==> src/rtl/pc_next_if.sv <==
// pc_next_if: control inputs and PC/status outputs of the next-PC unit
interface pc_next_if #(parameter int COUNT_W = 32);
  logic               en;
  logic               branch_taken;
  logic [31:0]        branch_offset_sl2;
  logic               jump;
  logic [25:0]        jump_index;
  logic               jump_reg;
  logic [31:0]        jr_target;
  logic [31:0]        pc;
  logic [31:0]        pc_plus4;
  logic               halted;
  logic [31:0]        fault_addr;
  logic [COUNT_W-1:0] retired_count;
  modport master (
    output en, branch_taken, branch_offset_sl2, jump, jump_index, jump_reg, jr_target,
    input  pc, pc_plus4, halted, fault_addr, retired_count
  );
  modport slave (
    input  en, branch_taken, branch_offset_sl2, jump, jump_index, jump_reg, jr_target,
    output pc, pc_plus4, halted, fault_addr, retired_count
  );
endinterface

==> src/rtl/pc_next_unit.sv <==
// pc_next_unit: PC register, next-PC select, JR alignment trap and retired counter
module pc_next_unit #(
  parameter logic [31:0] RESET_PC = 32'h0000_0000,
  parameter int          COUNT_W  = 32
) (
  input logic       clk,
  input logic       reset,
  pc_next_if.slave  bus
);
  typedef enum logic {RUN, HALT} state_t;
  state_t             state, state_nx;
  logic [31:0]        pc_nx, fault_nx;
  logic [COUNT_W-1:0] cnt_nx;
  logic               misaligned;
  assign bus.pc_plus4 = bus.pc + 32'd4;
  // unselected sources are gated by the selects so an X jr_target cannot leak in
  assign misaligned = bus.jump_reg && (bus.jr_target[1:0] != 2'b00);
  always_comb begin
    state_nx = state;
    pc_nx    = bus.pc;
    fault_nx = bus.fault_addr;
    cnt_nx   = bus.retired_count;
    if (state == RUN && bus.en) begin
      if (misaligned) begin
        state_nx = HALT;
        fault_nx = bus.jr_target;
      end else begin
        pc_nx  = bus.jump_reg     ? bus.jr_target :
                 bus.jump         ? {bus.pc_plus4[31:28], bus.jump_index, 2'b00} :
                 bus.branch_taken ? bus.pc_plus4 + bus.branch_offset_sl2 :
                                    bus.pc_plus4;
        cnt_nx = bus.retired_count + COUNT_W'(1);
      end
    end
  end
  always_ff @(posedge clk or posedge reset) begin
    if (reset) begin
      state             <= RUN;
      bus.pc            <= RESET_PC;
      bus.fault_addr    <= 32'd0;
      bus.retired_count <= '0;
      bus.halted        <= 1'b0;
    end else begin
      state             <= state_nx;
      bus.pc            <= pc_nx;
      bus.fault_addr    <= fault_nx;
      bus.retired_count <= cnt_nx;
      bus.halted        <= (state_nx == HALT);
    end
  end
endmodule

==> src/flat_wrapper.sv <==
// flat-port wrapper written by rule: the top's interface ports become plain ports
module pc_next_unit_flat 
#(
  parameter logic [31:0] RESET_PC = 32'h0000_0000,
  parameter int          COUNT_W  = 32
)
  (clk, reset, bus_en, bus_branch_taken, bus_branch_offset_sl2, bus_jump, bus_jump_index, bus_jump_reg, bus_jr_target, bus_pc, bus_pc_plus4, bus_halted, bus_fault_addr, bus_retired_count);
  pc_next_if #(.COUNT_W(COUNT_W)) bus_i ();
  input logic clk;
  input logic reset;
  input wire logic [$bits(bus_i.en)-1:0] bus_en;
  input wire logic [$bits(bus_i.branch_taken)-1:0] bus_branch_taken;
  input wire logic [$bits(bus_i.branch_offset_sl2)-1:0] bus_branch_offset_sl2;
  input wire logic [$bits(bus_i.jump)-1:0] bus_jump;
  input wire logic [$bits(bus_i.jump_index)-1:0] bus_jump_index;
  input wire logic [$bits(bus_i.jump_reg)-1:0] bus_jump_reg;
  input wire logic [$bits(bus_i.jr_target)-1:0] bus_jr_target;
  output wire logic [$bits(bus_i.pc)-1:0] bus_pc;
  output wire logic [$bits(bus_i.pc_plus4)-1:0] bus_pc_plus4;
  output wire logic [$bits(bus_i.halted)-1:0] bus_halted;
  output wire logic [$bits(bus_i.fault_addr)-1:0] bus_fault_addr;
  output wire logic [$bits(bus_i.retired_count)-1:0] bus_retired_count;
  assign bus_i.en = bus_en;
  assign bus_i.branch_taken = bus_branch_taken;
  assign bus_i.branch_offset_sl2 = bus_branch_offset_sl2;
  assign bus_i.jump = bus_jump;
  assign bus_i.jump_index = bus_jump_index;
  assign bus_i.jump_reg = bus_jump_reg;
  assign bus_i.jr_target = bus_jr_target;
  assign bus_pc = bus_i.pc;
  assign bus_pc_plus4 = bus_i.pc_plus4;
  assign bus_halted = bus_i.halted;
  assign bus_fault_addr = bus_i.fault_addr;
  assign bus_retired_count = bus_i.retired_count;
  pc_next_unit #(.RESET_PC(RESET_PC), .COUNT_W(COUNT_W)) u_core (.clk(clk), .reset(reset), .bus(bus_i));
endmodule
==> config.mk <==
export PLATFORM = sky130hd
export DESIGN_NAME = pc_next_unit_flat
export DESIGN_NICKNAME = d
export VERILOG_FILES = /design/src/rtl/pc_next_if.sv /design/src/rtl/pc_next_unit.sv /design/src/flat_wrapper.sv
export SDC_FILE = /design/constraint.sdc
export NUM_CORES = 1
export LEC_CHECK = 0
export CORE_ASPECT_RATIO = 1.75
export CORE_MARGIN = 4
export CORE_UTILIZATION = 47
export CTS_CLUSTER_DIAMETER = 50
export DETAILED_ROUTE_END_ITERATION = 7
export GPL_TIMING_DRIVEN = 0
export PLACE_DENSITY = 0.88
export SYNTH_ARGS = -nofsm -noshare
export SYNTH_HDL_FRONTEND = slang
export SYNTH_SLANG_ARGS = --single-unit
==> constraint.sdc <==
create_clock -name clk -period 3.8 [get_ports clk]
set_input_delay 0.38 -clock clk [delete_from_list [all_inputs] [get_ports clk]]
set_output_delay 0.38 -clock clk [all_outputs]
set_load 0.02 [all_outputs]
==> impl_metrics.ini, run 1 <==
[run_status]
status = finished clean

[logic_synthesis]
seq_area_frac_synth_pct = 35.30
synth-seq-cells = 97
async_reset_ff_share_pct = 100.0
synth_edf_count = 0
syn_area_um2 = 6877
netlist_instances = 753
ys.warnings.count = 0
avgSynthCellArea_um2 = 9.132
synth_ff_type = dfrtp_1
syn_nets = 891
synth_cell_type_count = 69

[cts]
cts_sinks = 97
cts.path.max_buffers = 2
cts_root_buffer = clkbuf_16
cts_made_buffers = 9
cts_hold_buf = 0
h-tree-depth = 3
cts_tree = done
clkLatencyLatePin_ns = 0.34
clkTransAtPathRegs_ns = 0.07

[power_and_ir_drop]
power.static_leakage_nw = 4.347
power.density_nw_per_um2 = 711.3
ir_worst_vdd_uv = 456.7
p_total_w = 0.007161

[critical_path]
start_kind = register
slowest_delay_ns = 0.45
end_kind = register
slowest_stage = dfrtp_1
worstPathCellList = nand4_1 -> buf_4 -> nor2_4 -> and4_1 -> buf_4 -> nand3_1 -> xnor2_2 -> ha_1 -> buf_4 -> a21o_1 -> a21o_2 -> a221oi_4 -> o21ai_2 -> xor2_2 -> and3_4 -> o31ai_2
worstPathRequired_ns = 4.05
crit_buf_inv = 3
cp_top_family = compound AO/OA/AOI/OAI gates
cpMostUsedCell = buf_4
cp_data_arrival_time_ns = 3.93
worstSetupPathType = reg2reg
cp_max_fo = 8

[placement]
post-dp-hpwl_mm = 19.72
port_buffers = 223
pre_cts_slack_ns = -0.1802
gp_congestion = 0.9605

[detailed_routing]
ant_nets = 0
drt_iter0_markers = 493
drc = 0
routedWlPerCell_um = 20.79
num_vias = 7093
viasPerCell = 5.921
first_pass_iters = 5
postRouteWirelength_mm = 24.90

[sta]
hold_viol = 0
fmax_mhz = 271.6
setup_viol_count_final = 0
fin_crit_sh_pct = 96.91
slew_headroom_pct = 57.03
holdWs_ns = 0.4225
fin_skew_ns = 0.006701
setup_ws_ns = 0.1175
tightest_slew_ns = 0.6445
min_period_ns = 3.683
report.final.slew_viol_count = 0

[global_routing]
grt_max_degree = 61
antenna_found_initial = 2
grt_first_pass_wirelength_mm = 37.67
first_global_vias = 7219
grt_usage_pct = 28.66
gr-total-overflow = 0

[floorplanning]
fp.coreArea_um2 = 14370
die_w_um = 99.44
pin_count = 225
rows = 58
start_util_pct = 47.86
die-area_um2 = 16710
die_y_um = 168.0

[run]
drv_cap = 0

[layout]
fin_nets = 1149
drive_gt1_share_pct = 14.96
area_growth_pct = 46.40

[worst_hold_path]
hold_class = in2async
[report_power, final]
part           leakage (nW)  switching (W)  internal, W
Combinational          3.00        0.00240      0.00212
Sequential             1.21       0.000379      0.00137
Clock                 0.140       0.000435     0.000459
Total                  4.35        0.00321      0.00395
[layer usage]
metal	global-route usage, %	share of wire [%]
met1	31.80	35
met2	50.15	51
met3	5.182	6.9
met4	17.24	6.6
met5	0	0
[worst paths after layout]
check	startpoint	to	slack [ns]	depth (start not counted)
min in group clk	u_core.bus.fault_addr[0]	u_core.bus.fault_addr[0]	0.50	2
setup reg to reg	u_core.bus.pc[10]	u_core.bus.pc[31]	0.12	16
setup / recovery	u_core.bus.pc[10]	u_core.bus.pc[31]	0.12	16
hold / removal	reset	u_core.bus.fault_addr[3]	0.42	2
max in group asynchronous	reset	u_core.bus.fault_addr[27]	2.70	3
hold reg to reg	u_core.bus.fault_addr[0]	u_core.bus.fault_addr[0]	0.50	2
[cell usage after synthesis (6+ instances only)]
cell type / count / area [µm²]
dfrtp_1: 97 / 2427
nand2_1: 97 / 364.1
xnor2_1: 59 / 516.8
nor2_1: 52 / 195.2
a21oi_1: 49 / 245.2
ha_1: 41 / 513.0
nand3_1: 33 / 165.2
o21ai_0: 31 / 155.2
mux2_2: 30 / 337.8
and3_1: 27 / 168.9
xor2_1: 27 / 236.5
a21o_1: 23 / 172.7
clkbuf_1: 19 / 71.32
nand4_1: 15 / 93.84
inv_1: 13 / 48.80
o21ai_1: 11 / 55.05
o211ai_1: 9 / 67.56
a211oi_1: 8 / 60.06
a31oi_1: 6 / 37.54
[flip-flops by register name (all words and copies together) (netlist names)]
| name | cells |
|---|---|
| u_core.bus.fault_addr | 32 |
| u_core.bus.halted | 1 |
| u_core.bus.pc | 32 |
| u_core.bus.retired_count | 32 |
[kinds of logic after synthesis]
family,after synthesis,synth area share [%]
buf+inv,47,3.039
compound gates,197,19.83
simple gates,248,17.32
xor+xnor,86,10.95
flops,97,35.30
fa+ha+maj,42,7.751
mux,36,5.804
[final cells by class]
| type | instances | area (µm²) |
|---|---|---|
| Sequential cell | 97 | 2442 |
| Timing Repair Buffer | 248 | 2440 |
| Inverter | 14 | 55.05 |
| Antenna cell | 2 | 5.005 |
| Buffer | 32 | 152.6 |
| Clock inverter | 7 | 61.31 |
| Multi-Input combinational cell | 609 | 4461 |
| Fill cell | 1111 | 4302 |
| Clock buffer | 9 | 225.2 |
| Tap cell | 180 | 225.2 |
[cell usage in the layout (no fill, tap or decap), types with 4 or more instances in the layout]
cell type / n
clkbuf_1: 18
nand3_1: 32
and3_1: 27
o31ai_1: 5
nor2_1: 49
dfrtp_1: 85
nand4_1: 15
a31oi_1: 6
a21oi_1: 45
mux2_2: 30
xor2_2: 4
o21ai_0: 30
clkdlybuf4s50_1: 223
a221o_1: 4
nor3_1: 4
clkbuf_16: 9
a221oi_1: 4
buf_2: 5
ha_1: 37
xnor2_1: 51
o21a_1: 5
inv_1: 12
o211ai_1: 9
dfrtp_2: 12
a211oi_1: 8
buf_4: 29
xnor2_2: 7
mux2i_1: 5
xor2_1: 22
o21bai_1: 4
a21o_1: 23
o21ai_1: 10
nand2_1: 95
a21oi_2: 7
[what timing repair did]
| item | in CTS | in global routing |
|---|---|---|
| hold endpoints to repair | 0 | 0 |
| buffers inserted | 3 | 21 |
| endpoints found under the setup margin | 2 | 11 |
| pin swaps | 2 | 15 |
| resized for setup | 13 | 35 |
[worst reg2reg max path, cell delays in order (launching register included)]
cell and delay [ns]:
dfrtp_1 0.45, nand4_1 0.13, buf_4 0.18, nor2_4 0.17, and4_1 0.26, buf_4 0.12, nand3_1 0.12, xnor2_2 0.30
ha_1 0.29, buf_4 0.16, a21o_1 0.17, a21o_2 0.22, a221oi_4 0.31, o21ai_2 0.12, xor2_2 0.20, and3_4 0.19
o31ai_2 0.20
[stage by stage]
step                 TNS [ns]  utilization [%]  instances  cell area [µm²]
detailed placement    -0.2278            65.27       1157             9379
floorplan                   0                -        753             6892
finish                      0            70.06       1198            10070
global placement       -59.28            65.06       1156             9349
global route         -0.08289            70.06       1198            10070
CTS                 -0.007724            67.65       1176             9721
Power figures use the tool's default switching activity.
==> inputs of run 2 (changes only) <==
Settings changed: ABC_CLOCK_PERIOD_IN_PS set to 3800, CORE_MARGIN 4 to 5.
==> impl_metrics.ini, run 2 (same netlist as run 1, synthesis figures left out) <==
[run_status]
status = finished clean

[sta]
tightest_slew_ns = 0.6505
fmax_mhz = 269.0
min_period_ns = 3.718
fin_crit_sh_pct = 97.84
slew_headroom_pct = 56.63
hold_viol = 0
fin_skew_ns = 0.01393
report.final.slew_viol_count = 0
setup_viol_count_final = 0
rsz0062_at_grt = yes
holdWs_ns = 0.4449

[worst_hold_path]
hold_class = in2async

[power_and_ir_drop]
ir_worst_vdd_uv = 506.7
p_total_w = 0.007060
power.static_leakage_nw = 4.244
power.density_nw_per_um2 = 715.1

[critical_path]
cp_top_family = compound AO/OA/AOI/OAI gates
crit_buf_inv = 2
slowest_stage = dfrtp_2
worstSetupPathType = reg2reg
worstPathRequired_ns = 4.06
cpMostUsedCell = a21o_1
start_kind = register
end_kind = register
cp_data_arrival_time_ns = 3.98
worstPathCellList = nand4_1 -> buf_4 -> nor3_4 -> nand3_1 -> xnor2_2 -> ha_1 -> buf_4 -> a21o_1 -> a21o_1 -> a21o_1 -> o311ai_2 -> a21oi_2 -> a41oi_2 -> mux2_1 -> a32oi_1
slowest_delay_ns = 0.45
cp_max_fo = 7

[cts]
h-tree-depth = 3
cts.path.max_buffers = 2
clkTransAtPathRegs_ns = 0.08
cts_tree = done
cts_made_buffers = 9
cts_sinks = 97
cts_hold_buf = 0
cts_root_buffer = clkbuf_16
clkLatencyLatePin_ns = 0.35

[global_routing]
gr-total-overflow = 0
antenna_found_initial = 0
first_global_vias = 7192
grt_first_pass_wirelength_mm = 38.51
grt_usage_pct = 28.68
grt_max_degree = 58

[detailed_routing]
drc = 0
routedWlPerCell_um = 20.90
viasPerCell = 5.836
drt_iter0_markers = 467
first_pass_iters = 5
postRouteWirelength_mm = 24.66
ant_nets = 0
num_vias = 6886

[layout]
fin_util_pct = 68.71
antenna_cells = 0
area_growth_pct = 43.58
drive_gt1_share_pct = 13.10
fin_nets = 1133
top_regs = u_core.bus.fault_addr (32), u_core.bus.pc (32), u_core.bus.retired_count (32)
final_common_cell = clkdlybuf4s50_1
final_cells = 1180
n_fill_cell = 1110
layout_common_cells = clkdlybuf4s50_1, nand2_1, dfrtp_1

[floorplanning]
pin_count = 225
die-area_um2 = 17250
die_y_um = 170.0
die_w_um = 101.4
start_util_pct = 47.86
rows = 58
fp.coreArea_um2 = 14370

[placement]
post-dp-hpwl_mm = 19.84
gp_congestion = 0.9481
port_buffers = 223
dp_cells = 1157

[run]
drv_cap = 0
## run 2: cell types whose count changed in the layout (fill, tap and decap cells not counted), sizes merged
| cell | change |
|---|---|
| buf | -16 |
| diode | -2 |
## run 2: final timing paths
check,start,end,slack [ns],cells after the start
min in group clk,u_core.bus.retired_count[31],u_core.bus.retired_count[31],0.48,1
max reg2reg,u_core.bus.pc[9],u_core.bus.pc[30],0.08,15
min reg2reg,u_core.bus.retired_count[31],u_core.bus.retired_count[31],0.48,1
max,u_core.bus.pc[9],u_core.bus.pc[30],0.08,15
min,reset,u_core.bus.fault_addr[12],0.44,2
max in group asynchronous,reset,u_core.bus.retired_count[8],2.67,3
## run 2: cell type report
cell class	instances	area (µm²)	share of cell area (%)
buffer	32	152.6	1.546
clock buffer	9	225.2	2.281
clock inverter	7	61.31	0.6210
inverter	14	55.05	0.5576
multi-input combinational	609	4390	44.47
sequential	97	2444	24.75
tap	180	225.2	2.281
timing repair buffer	232	2320	23.50
## run 2: report_power, final
part	switching (W)	internal, W	total, W
logic	0.00236	0.00204	0.00440
registers	0.000393	0.00137	0.00177
clock network	0.000438	0.000459	0.000897
## run 2: metal layers
layer	GRT usage, %	part of all wire, %	routed length (µm)	vias up
li1	-	-	-	3205
met1	32.57	36	8790	3296
met2	50.03	52	12760	301
met3	5.537	6.8	1686	84
met4	14.99	5.8	1423	0
met5	0	0	0	-
## run 2: metrics by stage
step / setup TNS (ns) / cell area [µm²] / setup WS [ns]
2_1_floorplan: 0 / 6892 / 0.01214
3_3_place_gp: -67.98 / 9349 / -0.7032
3_5_place_dp: -0.4100 / 9379 / -0.2251
4_1_cts: 0 / 9757 / 0.008609
5_1_grt: -0.08867 / 9873 / -0.05331
6_report: 0 / 9873 / 0.08193
## run 2: timing repair
| item | CTS | global route |
|---|---|---|
| setup buffers | 4 | 4 |
| endpoints found under the setup margin | 4 | 11 |
| pin swaps | 4 | 8 |
| endpoints found under the hold margin | 0 | 0 |
| gates resized for setup | 19 | 21 |
==> inputs of run 3 (changes only) <==
Settings changed: CORE_UTILIZATION 47 to 30, PLACE_DENSITY 0.88 to 0.62.
==> impl_metrics.ini, run 3 (same netlist as run 1, synthesis figures left out) <==
[critical_path]
end_kind = register
worstReg2RegStart = u_core.bus.pc[4]
worstPathRequired_ns = 4.08
worstSetupPathType = reg2reg
worstPathCellList = nand3_4 -> nor2_4 -> and4_2 -> nand3_1 -> xnor2_1 -> ha_1 -> buf_4 -> a21o_1 -> a21o_2 -> a221oi_4 -> o21ai_1 -> xor2_1 -> and3_4 -> o31ai_2
reg2reg_slack_ns = 0.17
cp_data_arrival_time_ns = 3.91
slowest_delay_ns = 0.47
start_kind = register
cp_max_fo = 8
r2r-end = u_core.bus.pc[31]
slowest_stage = dfrtp_2
rr_worst_depth = 14
startpoint = u_core.bus.pc[4]

[layout]
final_cells = 1315
top_regs = u_core.bus.fault_addr (32), u_core.bus.pc (32), u_core.bus.retired_count (32)
drive_gt1_share_pct = 14.71
fin_util_pct = 45.38
area_growth_pct = 49.49
final_common_cell = clkdlybuf4s50_1
layout_common_cells = clkdlybuf4s50_1, nand2_1, dfrtp_1
fin_nets = 1147

[floorplanning]
die-area_um2 = 26170
die_y_um = 210.3
pin_count = 225
die_w_um = 124.4
start_util_pct = 30.36
rows = 73
fp.coreArea_um2 = 22650

[cts]
clkLatencyLatePin_ns = 0.36
h-tree-depth = 3
cts_sinks = 97
cts.path.max_buffers = 2
cts_root_buffer = clkbuf_16
cts_made_buffers = 9
cts_tree = done
cts_hold_buf = 0
clkTransAtPathRegs_ns = 0.07

[global_routing]
grt_first_pass_wirelength_mm = 40.99
first_global_vias = 7103
grt_max_degree = 54
antenna_found_initial = 2
grt_usage_pct = 20.34
gr-total-overflow = 0

[sta]
fin_skew_ns = 0.008492
tightest_slew_ns = 0.7732
tns_ns = 0
report.final.slew_viol_count = 0
setup_viol_count_final = 0
min_period_ns = 3.634
fin_crit_sh_pct = 95.63
fmax_mhz = 275.2
slew_headroom_pct = 48.45
hold_viol = 0
setup_ws_ns = 0.1659

[detailed_routing]
routedWlPerCell_um = 21.06
num_vias = 6889
viasPerCell = 5.239
first_pass_iters = 5
drt_iter0_markers = 304
ant_nets = 0
drc = 0
postRouteWirelength_mm = 27.70

[power_and_ir_drop]
p_total_w = 0.007333
power.static_leakage_nw = 4.372
power.density_nw_per_um2 = 713.3
ir_worst_vdd_uv = 307.9

[run]
drv_cap = 0

[placement]
gp_congestion = 0.8799
dp_cells = 1277
pre_cts_slack_ns = -0.3123
post-dp-hpwl_mm = 22.22
port_buffers = 223

[worst_hold_path]
hold_class = in2async

[run_status]
status = finished clean
[run 3: cell types whose count changed in the layout (fill, tap and decap cells not counted), sizes merged]
cell      change
bufinv        +2
inv           -3
clkinvlp      -1
clkbuf        +2
clkinv        -1
diode         +2
buf          +14
[run 3: timing repair]
action | in CTS | in global routing
pin swaps | 2 | 13
setup endpoints to repair | 11 | 10
buffers inserted | 7 | 15
gates resized for setup | 20 | 33
[run 3: worst max path at each step]
stage	end	slack, ns	cells after the start
after floorplan	u_core.bus.pc[30]	0.01	14
after global placement	u_core.bus.pc[12]	-0.93	2
after detailed placement	u_core.bus.pc[30]	-0.31	14
after CTS	u_core.bus.pc[31]	0.01	16
after global routing	u_core.bus.pc[28]	-0.07	16
final	u_core.bus.pc[31]	0.17	14
[run 3: routing by layer]
metal	global-route usage (%)	up-vias	share of wire [%]
li1	-	3226	-
met1	21.02	3314	35
met2	37.16	273	53
met3	4.209	76	6.1
met4	12.90	0	6.0
met5	0	-	0
[run 3: metrics by stage]
step	hold WS [ns]	cell area, µm²
finish	0.4624	10280
global route	0.4970	10280
CTS	0.4769	9971
detailed placement	0.4683	9529
global placement	0.4655	9499
floorplan	0.5034	6892
[run 3: final cells by class]
cell class	instances	area, µm²
multi-input cells	609	4507
fillers	2277	12370
repair buffers	246	2425
diodes	2	5.005
clock inverters	4	76.32
plain buffers	32	152.6
flip-flops and latches	97	2441
inverters	14	55.05
well taps	300	375.4
clock buffers	11	242.7
[run 3: report_power, final]
part	switching, W	leakage (nW)	internal [W]
logic	0.00246	3.01	0.00212
clock network	0.000418	0.158	0.000596
registers	0.000376	1.21	0.00137
total	0.00325	4.37	0.00408
[run 3: worst max-delay path, delay by kind of cell (launching register included)]
| family | cells | cell delay [ns] |
|---|---|---|
| compound gates | 5 | 1.07 |
| simple gates | 5 | 0.98 |
| xor+xnor | 2 | 0.56 |
| flops | 1 | 0.47 |
| fa+ha+maj | 1 | 0.32 |
| buf+inv | 1 | 0.16 |
